--- src/rtl/poly_player_pkg.sv ---
// Shared constants and helpers for the polyphonic note player.
package poly_player_pkg;

  localparam logic WAVE_SAW    = 1'b0;
  localparam logic WAVE_SQUARE = 1'b1;

  // Voice index width; a single-voice build still carries a 1-bit select.
  function automatic int voice_idx_w(input int n_voices);
    return (n_voices > 1) ? $clog2(n_voices) : 1;
  endfunction

  function automatic int square_amp(input int sample_w);
    return (1 << (sample_w - 1)) - 1;
  endfunction

endpackage

--- src/rtl/voice_channel.sv ---
// One voice: phase accumulator, beat-counted duration, load/beat priority and
// waveform stage. The registered sample updates only on an accepted frame.
module voice_channel
  import poly_player_pkg::*;
#(
  parameter int SAMPLE_W = 16,
  parameter int PHASE_W  = 20,
  parameter int DUR_W    = 6
) (
  input  logic                clk,
  input  logic                reset,
  input  logic                play_enable,
  input  logic                beat,
  input  logic                frame_accept,
  input  logic                load,
  input  logic [PHASE_W-1:0]  load_step,
  input  logic                load_wave,
  input  logic [DUR_W-1:0]    load_duration,
  output logic                active,
  output logic                done,
  output logic [SAMPLE_W-1:0] sample
);

  localparam logic [SAMPLE_W-1:0] SQ_POS = SAMPLE_W'(square_amp(SAMPLE_W));
  localparam logic [SAMPLE_W-1:0] SQ_NEG = SAMPLE_W'(-square_amp(SAMPLE_W));

  logic [PHASE_W-1:0]  phase_q, phase_d;
  logic [PHASE_W-1:0]  step_q, step_d;
  logic                wave_q, wave_d;
  logic [DUR_W-1:0]    rem_q, rem_d;
  logic                active_q, active_d;
  logic                done_q, done_d;
  logic [SAMPLE_W-1:0] sample_q, sample_d;
  logic [SAMPLE_W-1:0] p;
  logic [SAMPLE_W-1:0] wave_val;

  always_comb begin
    p = phase_q[PHASE_W-1 -: SAMPLE_W];
    if (wave_q == WAVE_SQUARE) begin
      wave_val = p[SAMPLE_W-1] ? SQ_NEG : SQ_POS;
    end else begin
      wave_val = {~p[SAMPLE_W-1], p[SAMPLE_W-2:0]};
    end
  end

  // A load overrides any beat or phase advance for this voice in the same cycle.
  always_comb begin
    phase_d  = phase_q;
    step_d   = step_q;
    wave_d   = wave_q;
    rem_d    = rem_q;
    active_d = active_q;
    done_d   = 1'b0;
    sample_d = sample_q;
    if (frame_accept) begin
      sample_d = (active_q && play_enable) ? wave_val : '0;
    end
    if (load) begin
      step_d   = load_step;
      wave_d   = load_wave;
      rem_d    = load_duration;
      phase_d  = '0;
      active_d = |load_duration;
    end else if (active_q && play_enable) begin
      if (frame_accept) begin
        phase_d = phase_q + step_q;
      end
      if (beat) begin
        rem_d = rem_q - 1'b1;
        if (rem_q == DUR_W'(1)) begin
          active_d = 1'b0;
          phase_d  = '0;
          done_d   = 1'b1;
        end
      end
    end
  end

  always_ff @(posedge clk) begin
    if (reset) begin
      phase_q  <= '0;
      step_q   <= '0;
      wave_q   <= 1'b0;
      rem_q    <= '0;
      active_q <= 1'b0;
      done_q   <= 1'b0;
      sample_q <= '0;
    end else begin
      phase_q  <= phase_d;
      step_q   <= step_d;
      wave_q   <= wave_d;
      rem_q    <= rem_d;
      active_q <= active_d;
      done_q   <= done_d;
      sample_q <= sample_d;
    end
  end

  assign active = active_q;
  assign done   = done_q;
  assign sample = sample_q;

endmodule

--- src/rtl/poly_note_player.sv ---
// N-voice note player: voice bank, adder tree, reduction and output strobe.
// POLY_PLAYER_SATURATE_EN selects saturation of the sum; otherwise it is shifted down.
module poly_note_player
  import poly_player_pkg::*;
#(
  parameter int N_VOICES = 4,
  parameter int SAMPLE_W = 16,
  parameter int PHASE_W  = 20,
  parameter int DUR_W    = 6,
  localparam int VOICE_IDX_W = voice_idx_w(N_VOICES)
) (
  input  logic                   clk,
  input  logic                   reset,
  input  logic                   play_enable,
  input  logic                   beat,
  input  logic                   new_frame,
  input  logic                   note_load,
  input  logic [VOICE_IDX_W-1:0] note_voice,
  input  logic [PHASE_W-1:0]     note_step,
  input  logic                   note_wave,
  input  logic [DUR_W-1:0]       note_duration,
  output logic [N_VOICES-1:0]    voice_active,
  output logic [N_VOICES-1:0]    note_done_mask,
  output logic                   new_sample_generated,
  output logic [SAMPLE_W-1:0]    sample_out
);

  localparam int SUM_W = SAMPLE_W + $clog2(N_VOICES);

  // Frame contract: new_frame is a one-cycle request with no back-pressure. It is
  // accepted only when the pipeline is idle; new_sample_generated pulses three
  // cycles later and sample_out holds its value until the next pulse.
  logic                              frame_accept;
  logic                              vs_vld_q, sum_vld_q, strobe_q;
  logic signed [SUM_W-1:0]           sum_q, sum_d;
  logic [SAMPLE_W-1:0]               sample_q, sample_d;
  logic [N_VOICES-1:0][SAMPLE_W-1:0] voice_sample;

  assign frame_accept = new_frame && !(vs_vld_q || sum_vld_q);

  for (genvar i = 0; i < N_VOICES; i++) begin : g_voice
    voice_channel #(
      .SAMPLE_W (SAMPLE_W),
      .PHASE_W  (PHASE_W),
      .DUR_W    (DUR_W)
    ) u_voice (
      .clk           (clk),
      .reset         (reset),
      .play_enable   (play_enable),
      .beat          (beat),
      .frame_accept  (frame_accept),
      .load          (note_load && (note_voice == VOICE_IDX_W'(i))),
      .load_step     (note_step),
      .load_wave     (note_wave),
      .load_duration (note_duration),
      .active        (voice_active[i]),
      .done          (note_done_mask[i]),
      .sample        (voice_sample[i])
    );
  end

  always_comb begin
    sum_d = sum_q;
    if (vs_vld_q) begin
      sum_d = '0;
      for (int i = 0; i < N_VOICES; i++) begin
        sum_d = sum_d + SUM_W'($signed(voice_sample[i]));
      end
    end
  end

`ifdef POLY_PLAYER_SATURATE_EN
  localparam logic signed [SUM_W-1:0] SAT_MAX = SUM_W'(square_amp(SAMPLE_W));
  localparam logic signed [SUM_W-1:0] SAT_MIN = ~SAT_MAX;

  always_comb begin
    sample_d = sample_q;
    if (sum_vld_q) begin
      if (sum_q > SAT_MAX) begin
        sample_d = SAMPLE_W'(SAT_MAX);
      end else if (sum_q < SAT_MIN) begin
        sample_d = SAMPLE_W'(SAT_MIN);
      end else begin
        sample_d = SAMPLE_W'(sum_q);
      end
    end
  end
`else
  // Dividing by the voice count keeps any full-scale mix in range.
  always_comb begin
    sample_d = sample_q;
    if (sum_vld_q) begin
      sample_d = SAMPLE_W'(sum_q >>> $clog2(N_VOICES));
    end
  end
`endif

  always_ff @(posedge clk) begin
    if (reset) begin
      vs_vld_q  <= 1'b0;
      sum_vld_q <= 1'b0;
      strobe_q  <= 1'b0;
      sum_q     <= '0;
      sample_q  <= '0;
    end else begin
      vs_vld_q  <= frame_accept;
      sum_vld_q <= vs_vld_q;
      strobe_q  <= sum_vld_q;
      sum_q     <= sum_d;
      sample_q  <= sample_d;
    end
  end

  assign new_sample_generated = strobe_q;
  assign sample_out           = sample_q;

endmodule

--- config.mk ---
export PLATFORM = sky130hd
export DESIGN_NAME = poly_note_player
export DESIGN_NICKNAME = d
export VERILOG_FILES = /design/src/rtl/poly_player_pkg.sv /design/src/rtl/voice_channel.sv /design/src/rtl/poly_note_player.sv
export SDC_FILE = /design/constraint.sdc
export NUM_CORES = 1
export LEC_CHECK = 0
export CORE_ASPECT_RATIO = 0.6
export CORE_MARGIN = 4
export CORE_UTILIZATION = 40
export CTS_BUF_LIST = sky130_fd_sc_hd__clkbuf_8
export DETAILED_ROUTE_END_ITERATION = 6
export GPL_ROUTABILITY_DRIVEN = 0
export GPL_TIMING_DRIVEN = 0
export HOLD_SLACK_MARGIN = 0.03
export SETUP_SLACK_MARGIN = 0.3
export SLEW_MARGIN = 20
export SYNTH_ARGS = -nofsm -noshare
export SYNTH_HDL_FRONTEND = slang
export SYNTH_HIERARCHICAL = 1
export SYNTH_SLANG_ARGS = --single-unit
export TNS_END_PERCENT = 20
--- constraint.sdc ---
create_clock -name clk -period 4.67 [get_ports clk]
set_input_delay 1.1675 -clock clk [delete_from_list [all_inputs] [get_ports clk]]
set_output_delay 1.1675 -clock clk [all_outputs]
set_load 0.03 [all_outputs]
== Word-level counts from Yosys, hierarchy flattened ==
Index checks and enable logic that the tools add are counted.

* $add $sub $neg: 11
* Equality and inequality tests: 7
* Multiplexer cells: 56
* Bitwise gates (word level): 9
* Reductions and logical operators: 41

{| class="wikitable"
|+ Operator list
! kind !! number
|-
| 20-bit 2-to-1 mux || 12
|-
| 16-bit 2-to-1 mux || 12
|-
| 20-bit adder || 4
|-
| 6-bit 2-to-1 mux || 12
|-
| 6-bit by 1-bit == test with 1-bit output, second input constant || 4
|-
| 2-bit nonzero test || 12
|-
| 6-bit by 1-bit subtractor with 6-bit output, second input constant || 4
|-
| 1-bit 2-to-1 mux || 20
|-
| 17-bit by 16-bit adder with 18-bit output || 1
|-
| 18-bit by 16-bit adder with 18-bit output || 1
|-
| 16-bit by 16-bit adder with 17-bit output || 1
|-
| 4-bit OR reduction || 4
|-
| 3-bit AND reduction || 4
|-
| 1-bit logical AND || 9
|-
| 1-bit NOT || 9
|-
| 2-bit AND reduction || 4
|-
| 2-bit OR reduction || 4
|-
| 6-bit OR reduction || 1
|-
| 2-bit == test, second input constant || 2
|-
| 2-bit by 1-bit == test with 1-bit output, second input constant || 1
|-
| 2-bit zero test || 1
|-
| 1-bit zero test || 1
|-
| 1-bit logical OR || 1
|}

* Bits in registers: 297
* Input bits: 35
* Output and inout port bits: 25
* Word-level logic and storage cells: 157

== Logic depth before layout (Yosys ltp) ==
* Depth in word-level cells: 6
* Mapped depth: 12
* Depth with buffers taken out: 12

== Hierarchy ==
The synthesis kept the hierarchy.

{| class="wikitable"
|+ Modules (own cells, without submodules)
! module !! times used !! cells an instance !! area an instance (µm²) !! seq. area each (µm²)
|-
| voice_channel (g_voice[1].u_voice ...) || 3 || 405 || 3439.5 || 1301.2
|-
| voice_channel (g_voice[0].u_voice) || 1 || 423 || 3560.9 || 1301.2
|-
| poly_note_player || 1 || 342 || 2985.4 || 700.7
|}

== Worst setup path before layout ==
No wires, ideal clock.

* Kind: register -> register
* From: reg g_voice[0].u_voice.sample_q[3]
* To: reg sum_q[14]
* Library setup time: 117 ps
* Data arrival time: 3284 ps
* Required time: 4553 ps
* Setup slack: 1269 ps
* Cell stages (with the launch flop): 12
* Buffers on the path: 0
* Period minus slack after synthesis: 3401 ps
* Path through: dfxtp_1 -> inv_1 -> fa_1 -> inv_1 -> fa_1 -> ha_1 -> a211o_1 -> a311o_2 -> a41oi_2 -> a21oi_1 -> or3_1 -> a32o_1

* Cells in the longest elaborated chain, start to end: 3

{| class="wikitable"
|+ RTL lines
! element !! line !! source
|-
| start, declared || voice_channel.sv:33 || <nowiki>logic [SAMPLE_W-1:0] sample_q, sample_d;</nowiki>
|-
| start signal, assigned || voice_channel.sv:95 || <nowiki>sample_q <= sample_d;</nowiki>
|-
| 16-bit by 16-bit adder with 17-bit output || poly_note_player.sv:67 || <nowiki>sum_d = sum_d + SUM_W'($signed(voice_sample[i]));</nowiki>
|-
| 17-bit by 16-bit adder with 18-bit output || poly_note_player.sv:67 ||
|-
| 18-bit by 16-bit adder with 18-bit output || poly_note_player.sv:67 ||
|-
| end signal, assigned || poly_note_player.sv:109 || <nowiki>sum_q <= sum_d;</nowiki>
|-
| end, declared || poly_note_player.sv:35 || <nowiki>logic signed [SUM_W-1:0] sum_q, sum_d;</nowiki>
|}

No other way between the ends.
A chain may end at the register's enable or synchronous reset.

== Worst setup path after layout ==
Same ends and word-level chain as after synthesis.

==> out/metrics.cfg <==
[sta]
fin_crit_ps = 3900
setup_viol = 0
skew_ps = 51.6
clock.fmax_mhz = 256
period_share = 0.836
rsz0062_at_grt = false
hold_viol = 0
tns_ps = 0
finalMaxSlewViolations = 0
slew_headroom = 0.391
tightestPinTransition_ps = 913

[finish]
fillers = 4026
area_delta_synth_final_pct = 13.5
final_nets = 2261
antennaDiodeCount = 0
drive_gt1_frac = 0.0607

[drt]
wire_per_inst_um = 19.4
vias_per_cell = 5.41
drcViolationCount = 0
num_vias = 14532
drt-pass1-iter-count = 6
totalWireLength_mm = 52.2
drtAntennaViolNets = 0
drt-initial-drc-count = 1382

[grt]
grt_pass1_wl_mm = 80.2
grt_usage = 0.224
gr-total-overflow = 0
antenna_found_initial = 2
grt_max_degree = 17
grt_pass1_vias = 13763

[clock_tree]
cts-root-buf = clkbuf_8
cts.hold.buffers_added = 0
clk_pin_slew_ps = 60
clock_latency_ps = 620
clock_sinks = 295
postCtsSetupRepairBufs = 0
cts_resized = 0
clk_path_buf_depth = 3
numCtsBuffers = 48
htree_levels = 2
cts_tree = yes

[place]
port_buffers = 59
hpwlAfterDp_mm = 39.6

[setup_path]
r2r_setup_slack_ps = 770
cp.required_ps = 5140
crit_type = flop to flop
end_kind = flop
worstPathArrival_ps = 4380
cpMaxStageDelayCell = fa_1
start_kind = flop
reg2reg_depth = 11
slowest_delay_ps = 550
reg2reg_from = g_voice[0].u_voice/sample[3]
rr_endpoint = sum_q[14]
cp_cell_sequence = inv_1 > fa_1 > inv_1 > fa_1 > ha_1 > a211o_1 > a311o_2 > a41oi_2 > a21oi_1 > or3_1 > a32o_1
crit_path_max_fanout = 6

[floorplanning]
core-area_sq_mm = 0.0410
die_h_um = 167
io_pins = 60
row_count = 57
die_w_um = 273
start_util = 0.411
design.die.area_sq_mm = 0.0456

[worst_hold_path]
holdPathStages = 2
hold_path_class = flop to flop
hold_end = g_voice[0].u_voice/phase_q[0]
min_from = g_voice[0].u_voice/phase_q[0]

[logic_synthesis]
synth_most_common_cell = dfxtp_1
synth_edf_count = 0
synth_top_area_share = 0.350
async_flop_share = 0
yosysSeqAreaShare = 0.350
synth_ff_type = dfxtp_1
synth_commonest_cells = dfxtp_1, nor2_1, a21oi_1, nand2_1, o21ai_0
synth_area_leaders = dfxtp_1, ha_1, mux2i_1, a21oi_1, nor2_1
synth_nets = 2151
synthDistinctLibCells = 81
ys_seq_elements = 295
postSynthAreaPerCell_sq_um = 8.52
synth_area_leader_cell = dfxtp_1
yosysWarnings = 6
postSynthCellCount = 1980
netlist_area_sq_mm = 0.0169

[power]
p_leak_uw = 0.00763
vdd_drop_max_v = 0.000143
power.total_uw = 5380
powerDensity_mw_per_mm2 = 281

[outcome]
status = completed

[run]
maxCapViolCount = 0

registers in the layout, indices dropped and copies added, names as in the netlist:
name                     cells
g_voice.u_voice/active       4
g_voice.u_voice/done         4
g_voice.u_voice/phase_q     80
g_voice.u_voice/rem_q       24
g_voice.u_voice/sample      64
g_voice.u_voice/step_q      80
g_voice.u_voice/wave_q       4
new_sample_generated         1
sample_out                  16
sum_q                       16
sum_vld_q                    1
vs_vld_q                     1
cell usage in the layout (no fill, tap or decap), drive strengths merged, types with 21 or more instances in the layout:
cell type / netlist / routed
dfxtp: 295 / 295
nor2: 210 / 210
a21oi: 188 / 188
nand2: 152 / 152
clkbuf: 85 / 145
o21ai: 136 / 136
inv: 112 / 130
mux2i: 110 / 110
ha: 99 / 99
nand2b: 73 / 73
clkdlybuf4s50: 0 / 59
xnor2: 47 / 47
xor2: 42 / 42
a21o: 41 / 41
nand3: 37 / 37
fa: 37 / 37
and3: 26 / 26
buf: 24 / 25
a211oi: 21 / 21
worst max path at each step:
stage / start / to / slack, ps / cells after the start
2_1_floorplan: g_voice[0].u_voice/sample[3] / sum_q[14] / 1270 / 11
3_3_place_gp: new_frame / g_voice[0].u_voice/phase_q[19] / -290 / 9
3_5_place_dp: play_enable / g_voice[0].u_voice/phase_q[10] / 580 / 9
4_1_cts: g_voice[0].u_voice/sample[3] / sum_q[14] / 830 / 11
5_1_grt: g_voice[0].u_voice/sample[3] / sum_q[14] / 680 / 11
6_report: g_voice[0].u_voice/sample[3] / sum_q[14] / 770 / 11
report_power, final:
group	total (uW)	leakage, uW	switching [uW]	internal, uW
combinational	467	0.00468	299	167
clock	2320	0.000571	1100	1210
sequential	2600	0.00239	35.2	2560
total	5380	0.00763	1440	3940
layout make-up:
cell class                 instances  area (sq um)  area share
timing repair buffer              60           602      0.0314
sequential                       295          5910       0.308
clock inverter                    26           149     0.00778
inverter                         112           420      0.0220
clock buffer                      60           826      0.0431
multi-input combinational       1464         10100       0.526
tap                              560           701      0.0366
buffer                           109           482      0.0252
stage by stage:
step	cells	setup WS [ps]	area [sq um]	util	hold slack, ps
2_1_floorplan	1980	1270	16900	-	433
3_3_place_gp	2599	-288	18200	0.443	445
3_5_place_dp	2600	576	18200	0.443	452
4_1_cts	2686	826	19100	0.467	463
5_1_grt	2686	679	19100	0.467	492
6_report	2686	766	19100	0.467	462
critical path: cells and delay by family, from the launching register on:
| family | cells | cell delay, ps |
|---|---|---|
| adder cells (fa/ha/maj) | 3 | 1430 |
| buffers and inverters | 2 | 150 |
| AO/OA/AOI/OAI | 5 | 1400 |
| flip-flops | 1 | 430 |
| AND/OR/NAND/NOR | 1 | 350 |
logic make-up after synthesis:
logic type               count (synthesis)  synth area share
adder cells (fa/ha/maj)                136             0.117
flip-flops                             295             0.350
XOR/XNOR                                89            0.0462
buffers and inverters                  221            0.0535
multiplexers                           112            0.0666
AND/OR/NAND/NOR                        637             0.188
AO/OA/AOI/OAI                          490             0.178
routing by layer:
layer,track usage,share of wire,routed length (um),vias to the layer above
li1,-,-,-,7108
met1,0.338,0.49,25700,6844
met2,0.296,0.38,19600,489
met3,0.0843,0.11,5660,89
met4,0.0548,0.024,1270,2
met5,0,0.00017,9,-
Power figures use the tool's default switching activity.
